File: config.mk
export PLATFORM = sky130hd
export DESIGN_NAME = mem_arbiter_2to1
export DESIGN_NICKNAME = d
export VERILOG_FILES = /design/src/rtl/mem_arb_pkg.sv /design/src/rtl/rr_pick2.sv /design/src/rtl/mem_arbiter_2to1.sv
export SDC_FILE = /design/constraint.sdc
export NUM_CORES = 1
export LEC_CHECK = 0
export BUFFER_PORTS_ARGS = -buffer_cell sky130_fd_sc_hd__clkbuf_2
export CORE_AREA = 2 2 340 342
export DETAILED_ROUTE_END_ITERATION = 8
export DIE_AREA = 0 0 342 344
export PLACE_DENSITY = 0.3
export SETUP_SLACK_MARGIN = 0.05
export SLEW_MARGIN = 30
export SYNTH_ARGS = -nofsm -noshare
export SYNTH_HDL_FRONTEND = slang
export SYNTH_HIERARCHICAL = 1
export SYNTH_SLANG_ARGS = --single-unit
export TNS_END_PERCENT = 20
File: constraint.sdc
create_clock -name clk -period 1.69 [get_ports clk]
set_input_delay 0.0845 -clock clk [delete_from_list [all_inputs] [get_ports clk]]
set_output_delay 0.0845 -clock clk [all_outputs]
set_load 0.05 [all_outputs]
File: src/rtl/mem_arb_pkg.sv
// Shared definitions for the slow-memory arbiters: state encoding, requester IDs
// and default bus widths.
package mem_arb_pkg;

    typedef enum logic [1:0] {
        IDLE  = 2'd0,
        GNT_I = 2'd1,
        GNT_D = 2'd2
    } arb_state_e;

    // Requester IDs are one bit so that "the other requester" is a plain inversion.
    localparam logic ID_I = 1'b0;
    localparam logic ID_D = 1'b1;

    localparam int DEF_ADDR_W = 28;
    localparam int DEF_DATA_W = 128;

endpackage

File: src/rtl/rr_pick2.sv
// Two-way round-robin / fixed-priority picker; purely combinational so wider
// arbiters can chain or tree it.
module rr_pick2
    import mem_arb_pkg::*;
(
    input  logic req_i,
    input  logic req_d,
    input  logic last_gnt,
    input  logic fixed_prio,
    output logic winner
);

    always_comb begin
        winner = ID_I;
        if (req_i && req_d) begin
            // On a tie the side that did not win last time goes next.
            winner = fixed_prio ? ID_D : ~last_gnt;
        end else if (req_d) begin
            winner = ID_D;
        end
    end

endmodule

File: src/rtl/mem_arbiter_2to1.sv
// Shares one slow-memory port between the I_cache and D_cache, one grant at a time.
// Optional performance counters are enabled with the MEM_ARB_PERF_CNT_EN macro.
module mem_arbiter_2to1
    import mem_arb_pkg::*;
#(
    parameter int ADDR_W     = DEF_ADDR_W,
    parameter int DATA_W     = DEF_DATA_W,
    parameter int FIXED_PRIO = 0,
    parameter int CNT_W      = 32
) (
    input  logic              clk,
    input  logic              proc_reset,
    input  logic              i_read,
    input  logic              i_write,
    input  logic [ADDR_W-1:0] i_addr,
    input  logic [DATA_W-1:0] i_wdata,
    output logic [DATA_W-1:0] i_rdata,
    output logic              i_ready,
    input  logic              d_read,
    input  logic              d_write,
    input  logic [ADDR_W-1:0] d_addr,
    input  logic [DATA_W-1:0] d_wdata,
    output logic [DATA_W-1:0] d_rdata,
    output logic              d_ready,
    output logic              mem_read,
    output logic              mem_write,
    output logic [ADDR_W-1:0] mem_addr,
    output logic [DATA_W-1:0] mem_wdata,
    input  logic [DATA_W-1:0] mem_rdata,
    input  logic              mem_ready
`ifdef MEM_ARB_PERF_CNT_EN
    ,
    output logic [CNT_W-1:0]  cnt_gnt_i,
    output logic [CNT_W-1:0]  cnt_gnt_d,
    output logic [CNT_W-1:0]  cnt_wait
`endif
);

    if (CNT_W < 1) begin : g_bad_cnt_w
        $error("mem_arbiter_2to1: CNT_W must be at least 1");
    end

    arb_state_e state, state_next;
    logic       last_gnt, last_gnt_next;
    logic       req_i, req_d, winner;

    assign req_i = i_read | i_write;
    assign req_d = d_read | d_write;

    rr_pick2 u_pick (
        .req_i      (req_i),
        .req_d      (req_d),
        .last_gnt   (last_gnt),
        .fixed_prio (FIXED_PRIO != 0),
        .winner     (winner)
    );

    always_ff @(posedge clk) begin
        if (proc_reset) begin
            state    <= IDLE;
            last_gnt <= ID_I;
        end else begin
            state    <= state_next;
            last_gnt <= last_gnt_next;
        end
    end

    always_comb begin
        state_next    = state;
        last_gnt_next = last_gnt;
        mem_read      = 1'b0;
        mem_write     = 1'b0;
        mem_addr      = '0;
        mem_wdata     = '0;
        i_ready       = 1'b0;
        d_ready       = 1'b0;
        case (state)
            IDLE: begin
                if (req_i || req_d) begin
                    state_next = (winner == ID_D) ? GNT_D : GNT_I;
                end
            end
            GNT_I: begin
                // A write wins over a simultaneous read from the same requester.
                mem_read  = i_read & ~i_write;
                mem_write = i_write;
                mem_addr  = i_addr;
                mem_wdata = i_wdata;
                i_ready   = mem_ready;
                if (mem_ready) begin
                    state_next    = IDLE;
                    last_gnt_next = ID_I;
                end else if (!req_i) begin
                    state_next = IDLE;
                end
            end
            GNT_D: begin
                mem_read  = d_read & ~d_write;
                mem_write = d_write;
                mem_addr  = d_addr;
                mem_wdata = d_wdata;
                d_ready   = mem_ready;
                if (mem_ready) begin
                    state_next    = IDLE;
                    last_gnt_next = ID_D;
                end else if (!req_d) begin
                    state_next = IDLE;
                end
            end
            default: state_next = IDLE;
        endcase
    end

    // Read data is broadcast; only the ready strobe tells a cache it is meant for it.
    assign i_rdata = mem_rdata;
    assign d_rdata = mem_rdata;

`ifdef MEM_ARB_PERF_CNT_EN
    function automatic logic [CNT_W-1:0] sat_inc(input logic [CNT_W-1:0] v, input logic en);
        return (en && (v != '1)) ? v + CNT_W'(1) : v;
    endfunction

    logic waiting;
    assign waiting = (req_i && (state != GNT_I)) || (req_d && (state != GNT_D));

    always_ff @(posedge clk) begin
        if (proc_reset) begin
            cnt_gnt_i <= '0;
            cnt_gnt_d <= '0;
            cnt_wait  <= '0;
        end else begin
            cnt_gnt_i <= sat_inc(cnt_gnt_i, (state == GNT_I) && mem_ready);
            cnt_gnt_d <= sat_inc(cnt_gnt_d, (state == GNT_D) && mem_ready);
            cnt_wait  <= sat_inc(cnt_wait, waiting);
        end
    end
`endif

endmodule

# Yosys cells after proc, flatten, opt, wreduce, memory -nomap -nowiden
# Cells that the tools add are included.
totals:
  latch_bits: 0
  in_bits: 447
  regBits: 3
  romBits: 0
  ram_bits: 0
  output_inout_bits: 416
  mem_count: 0
op_classes:
  reduce_logical: 6
  div: 0
  order_cmp: 0
  n_shift: 0
  bitwise: 7
  eq_ne: 7
  mux: 18
  add_sub_neg: 0
  n_mul: 0
ops:
  columns: ["operator", "n"]
  rows:
  - ["128-bit one-hot mux with 2 select lines", 1]
  - ["28-bit one-hot mux with 2 select lines", 1]
  - ["2-bit two-way mux", 6]
  - ["1-bit two-way mux", 6]
  - ["2-bit != test (second input constant)", 3]
  - ["3-bit != test (second input constant)", 2]
  - ["1-bit one-hot mux with 2 select lines", 3]
  - ["2-bit one-hot mux with 3 select lines", 1]
  - ["3-bit AND reduction", 2]
  - ["1-bit NOT", 3]
  - ["1-bit AND", 2]
  - ["2-bit by 1-bit == test with 1-bit output (second input constant)", 1]
  - ["2-bit == test (second input constant)", 1]
  - ["2-bit logical NOT", 1]
  - ["1-bit OR", 2]
  - ["2-bit nonzero test", 1]
  - ["1-bit logical AND", 1]
  - ["1-bit logical OR", 1]

# Longest topological paths before layout
logic_depth:
  depth_word: 6
  depth_mapped: 8

# Modules after synthesis
# Netlist, hierarchy kept.
modules_own_cells:
  columns: ["mod", "n_inst", "area_per_inst_um2", "seq_area_each_um2", "cells_per_inst"]
  rows:
  - ["mem_arbiter_2to1", 1, 4598.2, 60.1, 658]
  - ["rr_pick2", 1, 20.0, 0.0, 3]

# Least setup slack after synthesis
# No wires, ideal clock.
synth_timing:
  kind: "flip-flop to output port"
  from: "reg state[0]"
  to: "out mem_wdata[117]"
  stages_incl_launch_ff: 6
  setup_slack_ns: -0.321
  arrival_time_ns: 1.927
  path_buffers: 2
  t_required_ns: 1.605
  cell_sequence: "dfxtp_1 inv_1 ha_1 clkbuf_1 clkbuf_1 nor2b_1"
synth_between:
  elab_chain_len: 2
  elab_cells_between_ends: 3
  cone_classes: "2 x eq/ne; 1 x mux"
synth_rtl:
  columns: ["element", "line", "text"]
  rows:
  - ["start: declaration", "mem_arbiter_2to1.sv:43", "arb_state_e state, state_next;"]
  - ["start signal: assignment", "mem_arbiter_2to1.sv:63", "state <= state_next;"]
  - ["2-bit == test or 2-bit by 1-bit == test with 1-bit output (tied branches)", "mem_arbiter_2to1.sv:77", "case (state)"]
  - ["128-bit one-hot mux with 2 select lines *", "mem_arbiter_2to1.sv:77", null]
  - ["end: declaration", "mem_arbiter_2to1.sv:28", "output logic [DATA_W-1:0] mem_wdata,"]
# Mark *: on every way between the ends. The rest lies on a longest branch, timed or not.

# Worst setup path in the final report
layout_timing:
  from: "reg state[1]"
  to: "out mem_wdata[72]"
# The elaborated chain is that of the path after synthesis.

==> results.cfg <==
[status]
status = finished with violations
violations = negative setup slack

[placement]
hpwl_um = 38310
place_area_um2 = 9513
portBuffers = 478
dp_cells = 2409
gp_congestion = 0.6805
dp_slack_ps = -376.4

[route]
wl_per_cell_um = 19.11
ant_nets = 0
firstDrtPassIters = 4
vias = 5627
drtIter0Drc = 146
drt-met1-wl_um = 19280
dr_wl_met2_um = 21550
finalWirelength_um = 46550
highest_layer = met5
avgViaCountPerCell = 2.310
route.met3.wl_um = 4413
drc = 0

[die]
die_width_um = 342
dieArea_um2 = 117600
core_area_um2 = 113900
start_util_pct = 4.055
ios = 863
die_height_um = 344
std_cell_rows = 124

[pwr]
power.density_nw_per_um2 = 571.4
total_power_mw = 6.392
p_leak_nw = 3.939
peakVddDrop_mv = 0.2635

[finish]
drive_gt1_share_pct = 86.33
seqCellArea_um2 = 62.56
layout_commonest_cell = clkbuf_2
syn2layout_area_growth_pct = 142.2
stdcell_count = 2436
final_cell_mix = clkbuf_2 (318), buf_12 (120), nor2b_2 (83), a22oi_2 (79), a22oi_1 (78)
nets = 1375
fillers = 13250
multi_input_area_um2 = 3420
fin_area_um2 = 11190

[timing]
finalSetupTns_ps = -22130
min_period_ps = 1930
finalHoldViolCount = 0
clock_skew_ps = 3.002
timing.final.crit_share_pct = 114.2
setup-violations-final = 160
drv_slew = 0
rsz0062_at_grt = true
finalWorstSetupSlack_ps = -239.8
clock.fmax_ghz = 0.5182

[synthesis]
ys_ff_latch = 3
synth_seq_area_share_pct = 1.300
synthesis.area_um2 = 4618
syn-num-nets = 1113
ys_warn_count = 6
synthCells = 661
ys_types = 22
syn_avg_cell_area_um2 = 6.987

[critical_path]
crit_fanout = 11
cp-end-kind = output pin
crit_arrival_ps = 1850
crit_required_ps = 1610
start_kind = flip-flop
crit_type = flip-flop to output pin

[global_routing]
grt_pass1_wl_um = 56820
grt_overflow = 0
antenna_found_initial = 10
grt_usage_pct = 7.165
grt_pass1_vias = 6007
grt_max_degree = 53

[cts]
cts_tree = built
root_buffer = clkbuf_16
clk_latency_ps = 230
clk_pin_slew_worst_paths_ps = 30
cts_buffer_depth = 2
cts.sinks = 3
htree_levels = 1
numCtsBuffers = 3

[job]
drv_cap = 0

[worst_hold_path]
min_path_type = input pin to flip-flop
[repair_timing]
action                                 CTS  global route
pin swaps                               34            19
cloned                                   8             6
hold buffers                             0             0
endpoints found under the hold margin    0             0
resized for setup                      212            75
setup endpoints to repair              160           162
buffers inserted                         7             6
[worst paths after layout]
path	from	slack, ps	to	cells past startpoint
max reg2reg	state[1]$_SDFFE_PP0P_	-50	state[1]$_SDFFE_PP0P_	7
min	proc_reset	80	last_gnt$_SDFFE_PP0P_	2
max	state[1]$_SDFFE_PP0P_	-240	mem_wdata[72]	8
min reg2reg	last_gnt$_SDFFE_PP0P_	480	last_gnt$_SDFFE_PP0P_	2
[registers in the layout, summed over array words and instances, names as in the netlist]
| name | cells |
|---|---|
| last_gnt | 1 |
| state | 2 |
[power by group]
group	leakage, nW	internal, mW	total [mW]	switching [mW]
Combinational	3.88	2.83	5.92	3.10
Sequential	0.0254	0.0818	0.0892	0.00741
Clock	0.0382	0.312	0.381	0.0693
[cells in the mapped netlist (all sizes together)]
cell	number	area, µm²
a21oi	1	5.000
a22oi	157	1179
a311o	1	10.01
a31oi	1	12.51
and2	3	18.77
buf	287	2077
clkbuf	22	82.58
conb	1	3.750
dfxtp	3	60.06
ha	5	62.56
inv	7	26.28
mux2i	2	20.02
nand2	3	11.26
nand2b	2	12.51
nand3b	1	7.510
nor2	2	7.510
nor2b	157	982.2
nor3b	2	15.01
o21ai	2	10.01
o22ai	1	6.260
or3b	1	8.760
[layer usage]
layer / vias to the layer above / track usage [%]
met5: - / 0
met1: 2515 / 8.647
met3: 113 / 2.409
met2: 455 / 12.05
met4: 12 / 2.029
li1: 2532 / -
[worst max-delay path: stages (launching register included)]
cell       delay [ps]
dfxtp_2           320
buf_6             120
ha_4              180
buf_12            130
clkbuf_16         180
clkbuf_16         170
a22oi_2           250
nor2b_2            90
buf_12            160
[logic make-up after synthesis]
family	count (synthesis)	synth area share, %
mux	2	0.4335
buf+inv	316	47.33
fa+ha+maj	5	1.355
compound gates	163	26.47
simple gates	171	23.03
flops	3	1.301
other cells	1	0.08120
[layout make-up]
cell class / count / area share, %
flip-flops and latches: 3 / 0.5592
diodes: 2 / 0.04474
well taps: 1512 / 16.91
multi-input cells: 342 / 30.57
inverters: 7 / 0.2349
clock buffers: 4 / 0.7046
repair buffers: 566 / 50.98
[metrics by stage]
step           hold slack, ps  util [%]
2_1_floorplan           153.6         -
3_3_place_gp            169.5     8.353
3_5_place_dp            169.5     8.353
4_1_cts                 90.33     9.482
5_1_grt                 102.0     9.819
6_report                81.69     9.824
No activity file was read; power rests on OpenSTA's default activity.
